## config.mk

```make
export PLATFORM = sky130hd
export DESIGN_NAME = crack_scheduler_flat
export DESIGN_NICKNAME = d
export VERILOG_FILES = /design/src/rtl/crack_pkg.sv /design/src/rtl/crack_scheduler_if.sv /design/src/rtl/rr_arbiter.sv /design/src/rtl/crack_scheduler.sv /design/src/flat_wrapper.sv
export SDC_FILE = /design/constraint.sdc
export NUM_CORES = 1
export LEC_CHECK = 0
export ABC_AREA = 1
export ABC_CLOCK_PERIOD_IN_PS = 3600
export CELL_PAD_IN_SITES_DETAIL_PLACEMENT = 1
export CELL_PAD_IN_SITES_GLOBAL_PLACEMENT = 1
export CORE_ASPECT_RATIO = 2
export CORE_MARGIN = 5
export CORE_UTILIZATION = 30
export CTS_BUF_LIST = sky130_fd_sc_hd__clkbuf_2 sky130_fd_sc_hd__clkbuf_4 sky130_fd_sc_hd__clkbuf_8
export DETAILED_ROUTE_END_ITERATION = 7
export PLACE_DENSITY = 0.81
export SLEW_MARGIN = 30
export SYNTH_ARGS = -nofsm -noshare
export SYNTH_HDL_FRONTEND = slang
export SYNTH_SLANG_ARGS = --single-unit
```

## constraint.sdc

```tcl
create_clock -name clk -period 3.6 [get_ports clk]
set_clock_uncertainty 0.1 [all_clocks]
set_input_delay 0.72 -clock clk [delete_from_list [all_inputs] [get_ports clk]]
set_output_delay 0.72 -clock clk [all_outputs]
set_load 0.02 [all_outputs]
```

## src/rtl/crack_pkg.sv

```systemverilog
// Shared constants, state encoding and helpers for the RC4 key-space crack scheduler.
package crack_pkg;

    localparam int          DEF_NUM_CORES  = 4;
    localparam int          DEF_KEY_W      = 24;
    localparam logic [23:0] DEF_KEY_LIMIT  = 24'h3FFFFF;
    localparam int          DEF_CHUNK_SIZE = 4096;

    typedef logic [1:0] state_t;

    localparam state_t ST_IDLE      = 2'd0;
    localparam state_t ST_RUN       = 2'd1;
    localparam state_t ST_FOUND     = 2'd2;
    localparam state_t ST_EXHAUSTED = 2'd3;

    // Index width that stays legal for a single-core build.
    function automatic int idx_width(input int n);
        return (n > 1) ? $clog2(n) : 1;
    endfunction

endpackage

```

## src/rtl/crack_scheduler_if.sv

```systemverilog
// Scheduler <-> cracking-core bus: work requests and hits in, chunk grants and abort out.
interface crack_scheduler_if #(
    parameter int NUM_CORES = 4,
    parameter int KEY_W     = 24
);
    logic [NUM_CORES-1:0]       work_req;
    logic [NUM_CORES-1:0]       core_hit;
    logic [NUM_CORES*KEY_W-1:0] core_hit_key;
    logic [NUM_CORES-1:0]       grant;
    logic [KEY_W-1:0]           grant_base;
    logic [KEY_W-1:0]           grant_last;
    logic                       stop;

    modport master (
        input  work_req, core_hit, core_hit_key,
        output grant, grant_base, grant_last, stop
    );

    modport slave (
        output work_req, core_hit, core_hit_key,
        input  grant, grant_base, grant_last, stop
    );
endinterface

```

## src/rtl/rr_arbiter.sv

```systemverilog
// Combinational round-robin picker: first requester at or after ptr wins; one-hot gnt plus its index.
module rr_arbiter
    import crack_pkg::*;
#(
    parameter int N     = DEF_NUM_CORES,
    parameter int IDX_W = idx_width(N)
) (
    input  logic [N-1:0]     req,
    input  logic [IDX_W-1:0] ptr,
    output logic [N-1:0]     gnt,
    output logic [IDX_W-1:0] index
);

    logic             found;
    logic [IDX_W-1:0] cand;
    int               sum;

    always_comb begin
        gnt   = '0;
        index = '0;
        found = 1'b0;
        cand  = '0;
        sum   = 0;
        for (int i = 0; i < N; i++) begin
            sum  = (int'(ptr) + i) % N;
            cand = IDX_W'(sum);
            if (!found && req[cand]) begin
                found     = 1'b1;
                gnt[cand] = 1'b1;
                index     = cand;
            end
        end
    end

endmodule

```

## src/rtl/crack_scheduler.sv

```systemverilog
// Hands out KEY chunks to RC4 cores round-robin, one registered grant per cycle, until a hit or key-space exhaustion.
// Optional CRACK_SCHED_PERF_EN adds a saturating grants_issued counter cleared on each start.
module crack_scheduler
    import crack_pkg::*;
#(
    parameter int               NUM_CORES  = DEF_NUM_CORES,
    parameter int               KEY_W      = DEF_KEY_W,
    parameter logic [KEY_W-1:0] KEY_LIMIT  = DEF_KEY_LIMIT,
    parameter int               CHUNK_SIZE = DEF_CHUNK_SIZE,
    localparam int              IDX_W      = idx_width(NUM_CORES)
) (
    input  logic                clk,
    input  logic                reset,
    input  logic                start,
    crack_scheduler_if.master   cores,
    output logic                busy,
    output logic                success,
    output logic                total_failure,
    output logic [KEY_W-1:0]    secret_key,
    output logic [IDX_W-1:0]    winner
`ifdef CRACK_SCHED_PERF_EN
    ,
    output logic [31:0]         grants_issued
`endif
);

    localparam logic [KEY_W:0] LIMIT_X = {1'b0, KEY_LIMIT};
    localparam logic [KEY_W:0] CHUNK_X = (KEY_W+1)'(CHUNK_SIZE);
    localparam logic [KEY_W:0] ONE_X   = (KEY_W+1)'(1);

    state_t               state;
    logic [KEY_W:0]       next_base;
    logic [NUM_CORES-1:0] outstanding;
    logic [NUM_CORES-1:0] work_req_q;
    logic [IDX_W-1:0]     rr_ptr;

    logic [NUM_CORES-1:0] req_rise;
    logic [NUM_CORES-1:0] eligible;
    logic [NUM_CORES-1:0] arb_gnt;
    logic [IDX_W-1:0]     arb_idx;
    logic [IDX_W-1:0]     ptr_next;
    logic [KEY_W:0]       chunk_end;
    logic [KEY_W-1:0]     last_clip;
    logic                 any_hit;
    logic                 space_left;
    logic                 grant_now;
    logic                 restart;
    logic [IDX_W-1:0]     hit_idx;
    logic [KEY_W-1:0]     hit_key;

    // A rising work_req means the core finished its previous chunk.
    assign req_rise   = cores.work_req & ~work_req_q;
    assign eligible   = cores.work_req & ~outstanding;
    assign any_hit    = |cores.core_hit;
    // next_base carries an extra bit so stepping past KEY_LIMIT never wraps to 0.
    assign space_left = (next_base <= LIMIT_X);
    assign chunk_end  = next_base + CHUNK_X - ONE_X;
    assign last_clip  = (chunk_end > LIMIT_X) ? KEY_LIMIT : chunk_end[KEY_W-1:0];
    assign grant_now  = (state == ST_RUN) && !any_hit && space_left && (|arb_gnt);
    assign restart    = start && (state != ST_RUN);
    assign ptr_next   = (arb_idx == IDX_W'(NUM_CORES-1)) ? '0 : arb_idx + 1'b1;
    assign busy       = (state == ST_RUN);

    rr_arbiter #(
        .N     (NUM_CORES),
        .IDX_W (IDX_W)
    ) u_arb (
        .req   (eligible),
        .ptr   (rr_ptr),
        .gnt   (arb_gnt),
        .index (arb_idx)
    );

    // Lowest-index hitting core wins simultaneous hits.
    always_comb begin
        hit_idx = '0;
        hit_key = '0;
        for (int i = NUM_CORES-1; i >= 0; i--) begin
            if (cores.core_hit[i]) begin
                hit_idx = IDX_W'(i);
                hit_key = cores.core_hit_key[i*KEY_W +: KEY_W];
            end
        end
    end

    always_ff @(posedge clk or posedge reset) begin
        if (reset) begin
            state            <= ST_IDLE;
            next_base        <= '0;
            outstanding      <= '0;
            work_req_q       <= '0;
            rr_ptr           <= '0;
            cores.grant      <= '0;
            cores.grant_base <= '0;
            cores.grant_last <= '0;
            cores.stop       <= 1'b0;
            success          <= 1'b0;
            total_failure    <= 1'b0;
            secret_key       <= '0;
            winner           <= '0;
        end else begin
            cores.grant <= '0;
            work_req_q  <= cores.work_req;
            if (restart) begin
                state         <= ST_RUN;
                next_base     <= '0;
                outstanding   <= '0;
                rr_ptr        <= '0;
                cores.stop    <= 1'b0;
                success       <= 1'b0;
                total_failure <= 1'b0;
            end else if (state == ST_RUN) begin
                outstanding <= (outstanding & ~req_rise) | (grant_now ? arb_gnt : '0);
                if (any_hit) begin
                    state      <= ST_FOUND;
                    success    <= 1'b1;
                    cores.stop <= 1'b1;
                    secret_key <= hit_key;
                    winner     <= hit_idx;
                end else if (!space_left && (outstanding == '0)) begin
                    state         <= ST_EXHAUSTED;
                    total_failure <= 1'b1;
                    cores.stop    <= 1'b1;
                end
                if (grant_now) begin
                    cores.grant      <= arb_gnt;
                    cores.grant_base <= next_base[KEY_W-1:0];
                    cores.grant_last <= last_clip;
                    next_base        <= next_base + CHUNK_X;
                    rr_ptr           <= ptr_next;
                end
            end
        end
    end

`ifdef CRACK_SCHED_PERF_EN
    always_ff @(posedge clk or posedge reset) begin
        if (reset) begin
            grants_issued <= '0;
        end else if (restart) begin
            grants_issued <= '0;
        end else if (grant_now && (grants_issued != '1)) begin
            grants_issued <= grants_issued + 32'd1;
        end
    end
`endif

endmodule

```

## src/flat_wrapper.sv

```systemverilog
// flat-port wrapper written by rule: the top's interface ports become plain ports
module crack_scheduler_flat import crack_pkg::*;
#(
    parameter int               NUM_CORES  = DEF_NUM_CORES,
    parameter int               KEY_W      = DEF_KEY_W,
    parameter logic [KEY_W-1:0] KEY_LIMIT  = DEF_KEY_LIMIT,
    parameter int               CHUNK_SIZE = DEF_CHUNK_SIZE,
    localparam int              IDX_W      = idx_width(NUM_CORES)
)
  (clk, reset, start, busy, success, total_failure, secret_key, winner, cores_work_req, cores_core_hit, cores_core_hit_key, cores_grant, cores_grant_base, cores_grant_last, cores_stop);
  crack_scheduler_if #(.NUM_CORES(NUM_CORES), .KEY_W(KEY_W)) cores_i ();
  input  logic clk;
  input  logic reset;
  input  logic start;
  output logic busy;
  output logic success;
  output logic total_failure;
  output logic [KEY_W-1:0] secret_key;
  output logic [IDX_W-1:0] winner;
  input wire logic [$bits(cores_i.work_req)-1:0] cores_work_req;
  input wire logic [$bits(cores_i.core_hit)-1:0] cores_core_hit;
  input wire logic [$bits(cores_i.core_hit_key)-1:0] cores_core_hit_key;
  output wire logic [$bits(cores_i.grant)-1:0] cores_grant;
  output wire logic [$bits(cores_i.grant_base)-1:0] cores_grant_base;
  output wire logic [$bits(cores_i.grant_last)-1:0] cores_grant_last;
  output wire logic [$bits(cores_i.stop)-1:0] cores_stop;
  assign cores_i.work_req = cores_work_req;
  assign cores_i.core_hit = cores_core_hit;
  assign cores_i.core_hit_key = cores_core_hit_key;
  assign cores_grant = cores_i.grant;
  assign cores_grant_base = cores_i.grant_base;
  assign cores_grant_last = cores_i.grant_last;
  assign cores_stop = cores_i.stop;
  crack_scheduler #(.NUM_CORES(NUM_CORES), .KEY_W(KEY_W), .KEY_LIMIT(KEY_LIMIT), .CHUNK_SIZE(CHUNK_SIZE)) u_core (.clk(clk), .reset(reset), .start(start), .cores(cores_i), .busy(busy), .success(success), .total_failure(total_failure), .secret_key(secret_key), .winner(winner));
endmodule
```

==> results of run 1 <==
placed cells by master, fill, tap and decap left out, drive strengths merged:
| cell | instances |
|---|---|
| clkbuf | 12 |
| ha | 11 |
| clkdlybuf4s50 | 176 |
| xor2 | 4 |
| nor2 | 45 |
| nor3 | 2 |
| nand4 | 10 |
| or2 | 1 |
| o311ai | 2 |
| o31ai | 1 |
| o211ai | 2 |
| a311oi | 23 |
| xnor2 | 1 |
| o21bai | 1 |
| conb | 12 |
| clkinv | 5 |
| o22ai | 24 |
| nand2 | 217 |
| buf | 17 |
| o21ai | 40 |
| dfrtp | 82 |
| nand3 | 47 |
| inv | 58 |
| bufinv | 1 |
| a31oi | 1 |
| a21o | 23 |
| nor3b | 2 |
layout make-up:
class                           instances  area share
Timing Repair Buffer                  193       0.270
Sequential cell                        82       0.291
Tap cell                              204      0.0362
Clock inverter                          3     0.00568
Inverter                               61      0.0330
Multi-Input combinational cell        469       0.342
Clock buffer                           12      0.0217
per-stage QoR:
stage / hold WS, ps / cell area, um^2
after global routing: 400 / 7040
final: 380 / 7040
after detailed placement: 365 / 6850
after CTS: 383 / 7040
after global placement: 359 / 6850
after floorplan: 386 / 4990
routing by layer:
metal  part of all wire  up-vias  global-route usage
met3              0.071       28              0.0505
met2               0.57      185               0.373
met1               0.32     2370               0.166
met5                  0        -                   0
li1                   -     2453                   -
met4              0.035        0              0.0882
cell families after synthesis:
logic type	count (synthesis)
and+or+nand+nor	324
AOI/OAI and AO/OA	117
buffers and inverters	109
DFF	82
adders and majority gates	11
xor gates and xnor gates	5
other	1
power by group through the flow:
stage | sequential (mW) | clock (mW) | combinational, mW
floorplan | 1.54 | 0 | 0.586
global placement | 1.29 | 0 | 1.58
detailed placement | 1.30 | 0 | 1.60
CTS | 1.28 | 0.719 | 1.61
global route | 1.31 | 0.752 | 1.70
finish | 1.28 | 0.695 | 1.57
critical path, cell delays in order, from the launching register on:
cell and delay, ps:
dfrtp_1 560, ha_1 280, nand2_1 130, nor2_4 220, nand2_1 80, nand2_1 140
inv_1 110, nor2_1 110, nand2_1 90, nor2_1 170, nand2_1 70, nand2_1 90
nand4_1 230, nand2_1 160, nand2_2 120, nand2_1 110
worst paths after layout:
kind,start,to
worst max-delay path,u_core.next_base[12],u_core.cores.grant_last[20]
worst min-delay path,u_core.secret_key[8],u_core.secret_key[8]
worst max register to register,u_core.next_base[12],u_core.cores.grant_last[20]
worst min register to register,u_core.secret_key[8],u_core.secret_key[8]
max in group asynchronous,reset,u_core.cores.grant[2]
min in group asynchronous,reset,u_core.secret_key[3]
flip-flops by register name, summed over array words and instances, names as in the netlist:
| name | count |
|---|---|
| u_core.state | 1 |
| u_core.cores.grant_last | 13 |
| u_core.success | 1 |
| u_core.cores.grant | 4 |
| u_core.total_failure | 1 |
| u_core.work_req_q | 4 |
| u_core.rr_ptr | 2 |
| u_core.secret_key | 24 |
| u_core.outstanding | 4 |
| u_core.cores.grant_base | 12 |
| u_core.next_base | 13 |
| u_core.cores.stop | 1 |
| u_core.winner | 2 |
==> results.txt, run 1 <==
Synth warn = 0
Seq/Total Area, Yosys = 0.414
Total die area = 19300 um^2
CP startpoint kind = flip-flop
Vias in the first global route = 5559
Dpl cells = 1009
Setup WS post-layout = 745 ps
Place WS = 360 ps
Initial antenna violation count = 0
Final net count = 934
Top_reg_cell synth = dfrtp_1
Max-cap violations = 0
Xor-xnor portion of the synthesized cell area = 0.00885
Synthesized flop and latch total = 82
Port buffer count = 176
Max-slew headroom = 0.484
Synth Area in Compound Gates = 0.157
CTS Buf Count = 9
# rows = 66
Vias per cell = 4.92
Utilization after layout = 0.433
Flop pwr share = 0.360
Worst-Skew Late Latency = 370 ps
WL/cell = 17.2 um
Maximum VDD drop = 0.000214 V
CORE AREA = 16300 um^2
Residual DRC = 0
Largest net degree at the start of global routing = 49
Overflow after GRT = 0
Crit Path Max Fanout = 9
Post-CTS Setup Inserts = 0
Finished Layout Cells = 1024
Net Sw Frac = 0.367
Synth area leader = dfrtp_1
Routed Antenna Nets = 0
RSZ-0062 raised after global routing = false
Post-cts sizing count = 0
Layout cells sized above 1 = 0.0707
CP required = 3800 ps
Proportion of synthesized area in mux cells = 0
Total power = 3.54 mW
Die width = 101 um
Synth Area in Adders = 0.0278
Initial DRT Pass Iterations = 4
Async S/R FF share, synth = 1.00
Commonest cells post-synth = nand2_1 (210), dfrtp_1 (82), inv_1 (54), nand3_1 (42), nor2_1 (39)
Status = finished, final reports clean
Fillers = 2022
Clock power share = 0.196
Final Hold Viols = 0
Initial core utilization = 0.304
Post-synth top area share = 0.414
Cell area after synthesis = 4950 um^2
FF-to-FF path depth = 15
H-tree depth reported by CTS = 3
Worst slew pin tran = 771 ps
Combinational family with the most area after synthesis = simple AND/OR/NAND/NOR gates
Register-to-register setup slack = 750 ps
Combinational power share = 0.443
Psw = 1.30 mW
Clk slew on worst S/H paths = 80 ps
Crit path kind = flip-flop to flip-flop
Final min period = 2850 ps
Hold Crit Class = flip-flop to flip-flop
TritonCTS clock tree = yes
Internal cell power = 2.24 mW
Synth area leaders = dfrtp_1 (41%), nand2_1 (16%), nand3_1 (4.2%), inv_1 (4.1%), a311oi_1 (4.1%)
Via count = 5036
Peak Freq = 350 MHz
Syn Area/Cell = 7.63 um^2
Clock buffer depth = 2
Lkg Pwr = 3.34 nW
Worst hold path depth = 1
Post-Route WL = 17600 um
I/O pin count = 189
Pwr Density = 503 nW/um^2
Period utilization = 0.793
CTS Root Cell = clkbuf_8
Cell variety after synth = 36
Area grow syn2layout = 42.3%
Initial DRC count = 84
Post-synth EDFFs = 0
Simple-gate share of the synthesized area = 0.283
Clock Sinks = 82
Reg area = 2050 um^2
Hold_buf cts = 0
Footprint of the multi-input gates = 2410 um^2
Die Ht = 192 um
First-pass GRT wire length = 28000 um
GRT Overall Usage = 0.188
Most numerous cell in the Yosys netlist = nand2_1
Final setup viols = 0
CP endpoint kind = flip-flop
Slew Limit Fails = 0
RePlAce Congestion = 0.884
Mapped Cells = 649
Final HPWL DP = 14500 um
Ant diodes = 0
Crit path DAT = 3060 ps
Setup TNS = 0 ps
Note: power is estimated with default switching activity, not from simulation.
==> run 2, diff against run 1 <==
--- a/config.mk
+++ b/config.mk
@@ -6,7 +6,7 @@
 export NUM_CORES = 1
 export LEC_CHECK = 0
 export ABC_AREA = 1
-export ABC_CLOCK_PERIOD_IN_PS = 3600
+export ABC_CLOCK_PERIOD_IN_PS = 2700
 export CELL_PAD_IN_SITES_DETAIL_PLACEMENT = 1
 export CELL_PAD_IN_SITES_GLOBAL_PLACEMENT = 1
 export CORE_ASPECT_RATIO = 2
==> constraint.sdc (replaced) <==
create_clock -name clk -period 2.7 [get_ports clk]
set_clock_uncertainty 0.1 [all_clocks]
set_input_delay 0.54 -clock clk [delete_from_list [all_inputs] [get_ports clk]]
set_output_delay 0.54 -clock clk [all_outputs]
set_load 0.02 [all_outputs]
==> run 2 against run 1 <==
  * Cell count increased by 2.4%
  * Wire length increased by 1.8%
  * Final area increased by 3.7%
  * First-iteration DRC count increased by 14%
  * Sequential share of layout area decreased by 1.0 points
  * Sequential power increased by 33%
  * Utilization increased by 1.6 points
  * Register-to-register slack got worse by 560 ps
  * Critical path depth unchanged
  * Die area unchanged
  * Clock power increased by 31%
  * Largest cell class unchanged
  * Largest power group unchanged
==> results.txt, run 2 (synthesis results as in run 1) <==
Status = finished, final reports clean (unchanged)
# rows = 66 (unchanged)
Crit path capture = u_core.cores.grant_last[12] (was u_core.cores.grant_last[20])
Footprint of the multi-input gates = 2440 um^2 (was 2410 um^2)
Hold_buf cts = 0 (unchanged)
Layout cells sized above 1 = 0.107 (was 0.0707)
Fillers = 1996 (was 2022)
RSZ-0062 raised after global routing = false (unchanged)
Maximum VDD drop = 0.000349 V (was 0.000214 V)
Slew Limit Fails = 0 (unchanged)
Largest register FFs = 24 (unchanged)
Area grow syn2layout = 47.5% (was 42.3%)
Place WS = -81.0 ps (was 360 ps)
Final min period = 2510 ps (was 2850 ps)
Reg area = 2050 um^2 (unchanged)
Vias per cell = 4.92 (about the same)
Worst-Skew Late Latency = 380 ps (was 370 ps)
Hold Crit Class = flip-flop to flip-flop (unchanged)
Commonest non-fill, non-tap cell in the layout = nand2_1 (unchanged)
WL/cell = 17.1 um (was 17.2 um)
CTS Buf Count = 9 (unchanged)
Final Hold Viols = 0 (unchanged)
I/O pin count = 189 (unchanged)
Largest regs = u_core.secret_key: 24 flops, u_core.cores.grant_last: 13 flops, u_core.next_base: 13 flops (unchanged)
Worst r2r dst = u_core.cores.grant_last[12] (was u_core.cores.grant_last[20])
Ant diodes = 0 (unchanged)
Die Ht = 192 um (unchanged)
Final instance area = 7300 um^2 (was 7040 um^2)
Residual DRC = 0 (unchanged)
TritonCTS clock tree = yes (unchanged)
Period utilization = 0.931 (was 0.793)
Vias in the first global route = 5682 (was 5559)
Initial core utilization = 0.304 (unchanged)
RePlAce Congestion = 0.865 (was 0.884)
Routed Antenna Nets = 0 (unchanged)
Area after DPL = 7050 um^2 (was 6850 um^2)
Final HPWL DP = 14900 um (was 14500 um)
Overflow after GRT = 0 (unchanged)
Initial DRC count = 96 (was 84)
CP startpoint kind = flip-flop (unchanged)
Biggest register = u_core.secret_key (unchanged)
GRT Overall Usage = 0.188 (about the same)
Crit path DAT = 2680 ps (was 3060 ps)
CP required = 2860 ps (was 3800 ps)
FF-to-FF path depth = 15 (unchanged)
Setup WS post-layout = 185 ps (was 745 ps)
Crit. Startpoint = u_core.next_base[13] (was u_core.next_base[12])
Crit path kind = flip-flop to flip-flop (unchanged)
Clock Sinks = 82 (unchanged)
Die width = 101 um (unchanged)
Pwr Density = 651 nW/um^2 (was 503 nW/um^2)
Total die area = 19300 um^2 (unchanged)
Crit Path Max Fanout = 7 (was 9)
Total power = 4.76 mW (was 3.54 mW)
CTS Root Cell = clkbuf_8 (unchanged)
CP endpoint kind = flip-flop (unchanged)
Register-to-register setup slack = 190 ps (was 750 ps)
Final net count = 958 (was 934)
Via count = 5165 (was 5036)
Max-cap violations = 0 (unchanged)
Port buffer count = 176 (unchanged)
Post-Route WL = 17900 um (was 17600 um)
Most frequent cells in the layout = nand2_1 (208), clkdlybuf4s50_1 (176), dfrtp_1 (82) (was nand2_1 (210), clkdlybuf4s50_1 (176), dfrtp_1 (82))
Clock buffer depth = 2 (unchanged)
Initial DRT Pass Iterations = 4 (unchanged)
Reg2reg start = u_core.next_base[13] (was u_core.next_base[12])
Final setup viols = 0 (unchanged)
Peak Freq = 398 MHz (was 350 MHz)
First-pass GRT wire length = 28100 um (was 28000 um)
Lkg Pwr = 3.46 nW (was 3.34 nW)
Clk slew on worst S/H paths = 90 ps (was 80 ps)
Largest net degree at the start of global routing = 46 (was 49)
Initial antenna violation count = 0 (unchanged)
CORE AREA = 16300 um^2 (unchanged)
H-tree depth reported by CTS = 3 (unchanged)
run 2: cell count changes in the layout (fill, tap and decap cells not counted), sizes merged:
cell,before,now
buf,17,41
clkbuf,12,10
clkinv,5,6
clkinvlp,0,2
run 2: power by group:
| part | switching [mW] | internal [mW] |
|---|---|---|
| Clock | 0.476 | 0.432 |
| Combinational | 1.10 | 1.05 |
| Sequential | 0.181 | 1.52 |
run 2: how the worst min path moves through the flow:
stage | start | to | slack, ps | cells after the start
after floorplan | u_core.outstanding[3] | u_core.outstanding[3] | 390 | 2
after global routing | u_core.secret_key[7] | u_core.secret_key[7] | 400 | 1
final | u_core.secret_key[4] | u_core.secret_key[4] | 380 | 1
after detailed placement | u_core.secret_key[7] | u_core.secret_key[7] | 360 | 1
after CTS | u_core.secret_key[7] | u_core.secret_key[7] | 380 | 1
after global placement | u_core.secret_key[14] | u_core.secret_key[14] | 360 | 1
run 2: cell type report:
cell class,count,share of cell area
inverters,61,0.0322
flip-flops and latches,82,0.281
clock inverters,6,0.00788
repair buffers,217,0.292
clock buffers,10,0.0180
well taps,204,0.0349
multi-input cells,469,0.334
run 2: repair_timing:
action / CTS / global route
resized for setup: 1 / 9
pin swaps: 0 / 2
endpoints found under the hold margin: 0 / 0
endpoints found under the setup margin: 3 / 10
setup buffers: 0 / 4
run 2: per-layer routing:
layer | global-route usage | up-vias | share of wire | wire length, um
li1 | - | 2488 | - | -
met1 | 0.157 | 2440 | 0.31 | 5540
met2 | 0.379 | 197 | 0.57 | 10200
met3 | 0.0513 | 40 | 0.073 | 1310
met4 | 0.101 | 0 | 0.045 | 805
met5 | 0 | - | 0 | 0
run 2: per-stage QoR:
step	setup TNS [ps]	hold WS [ps]	instances	utilization
floorplan	0	386	660	-
global placement	-96.3	358	1029	0.434
detailed placement	-1350	365	1029	0.434
CTS	0	383	1045	0.445
global route	0	401	1049	0.449
finish	0	377	1049	0.449
run 2: worst max-delay path, stage by stage, from the launching register on:
cell      delay, ps
dfrtp_1         420
buf_4           160
nand2_1         130
nor2_4           80
nand2_1         110
nand2_1         160
nor2_4          160
nand2_1         120
nor2_4          130
nand2_1         100
o21bai_1        150
nand2_1         100
nor2_4          170
nand2_1          90
nand2_2         150
nand3_1          90
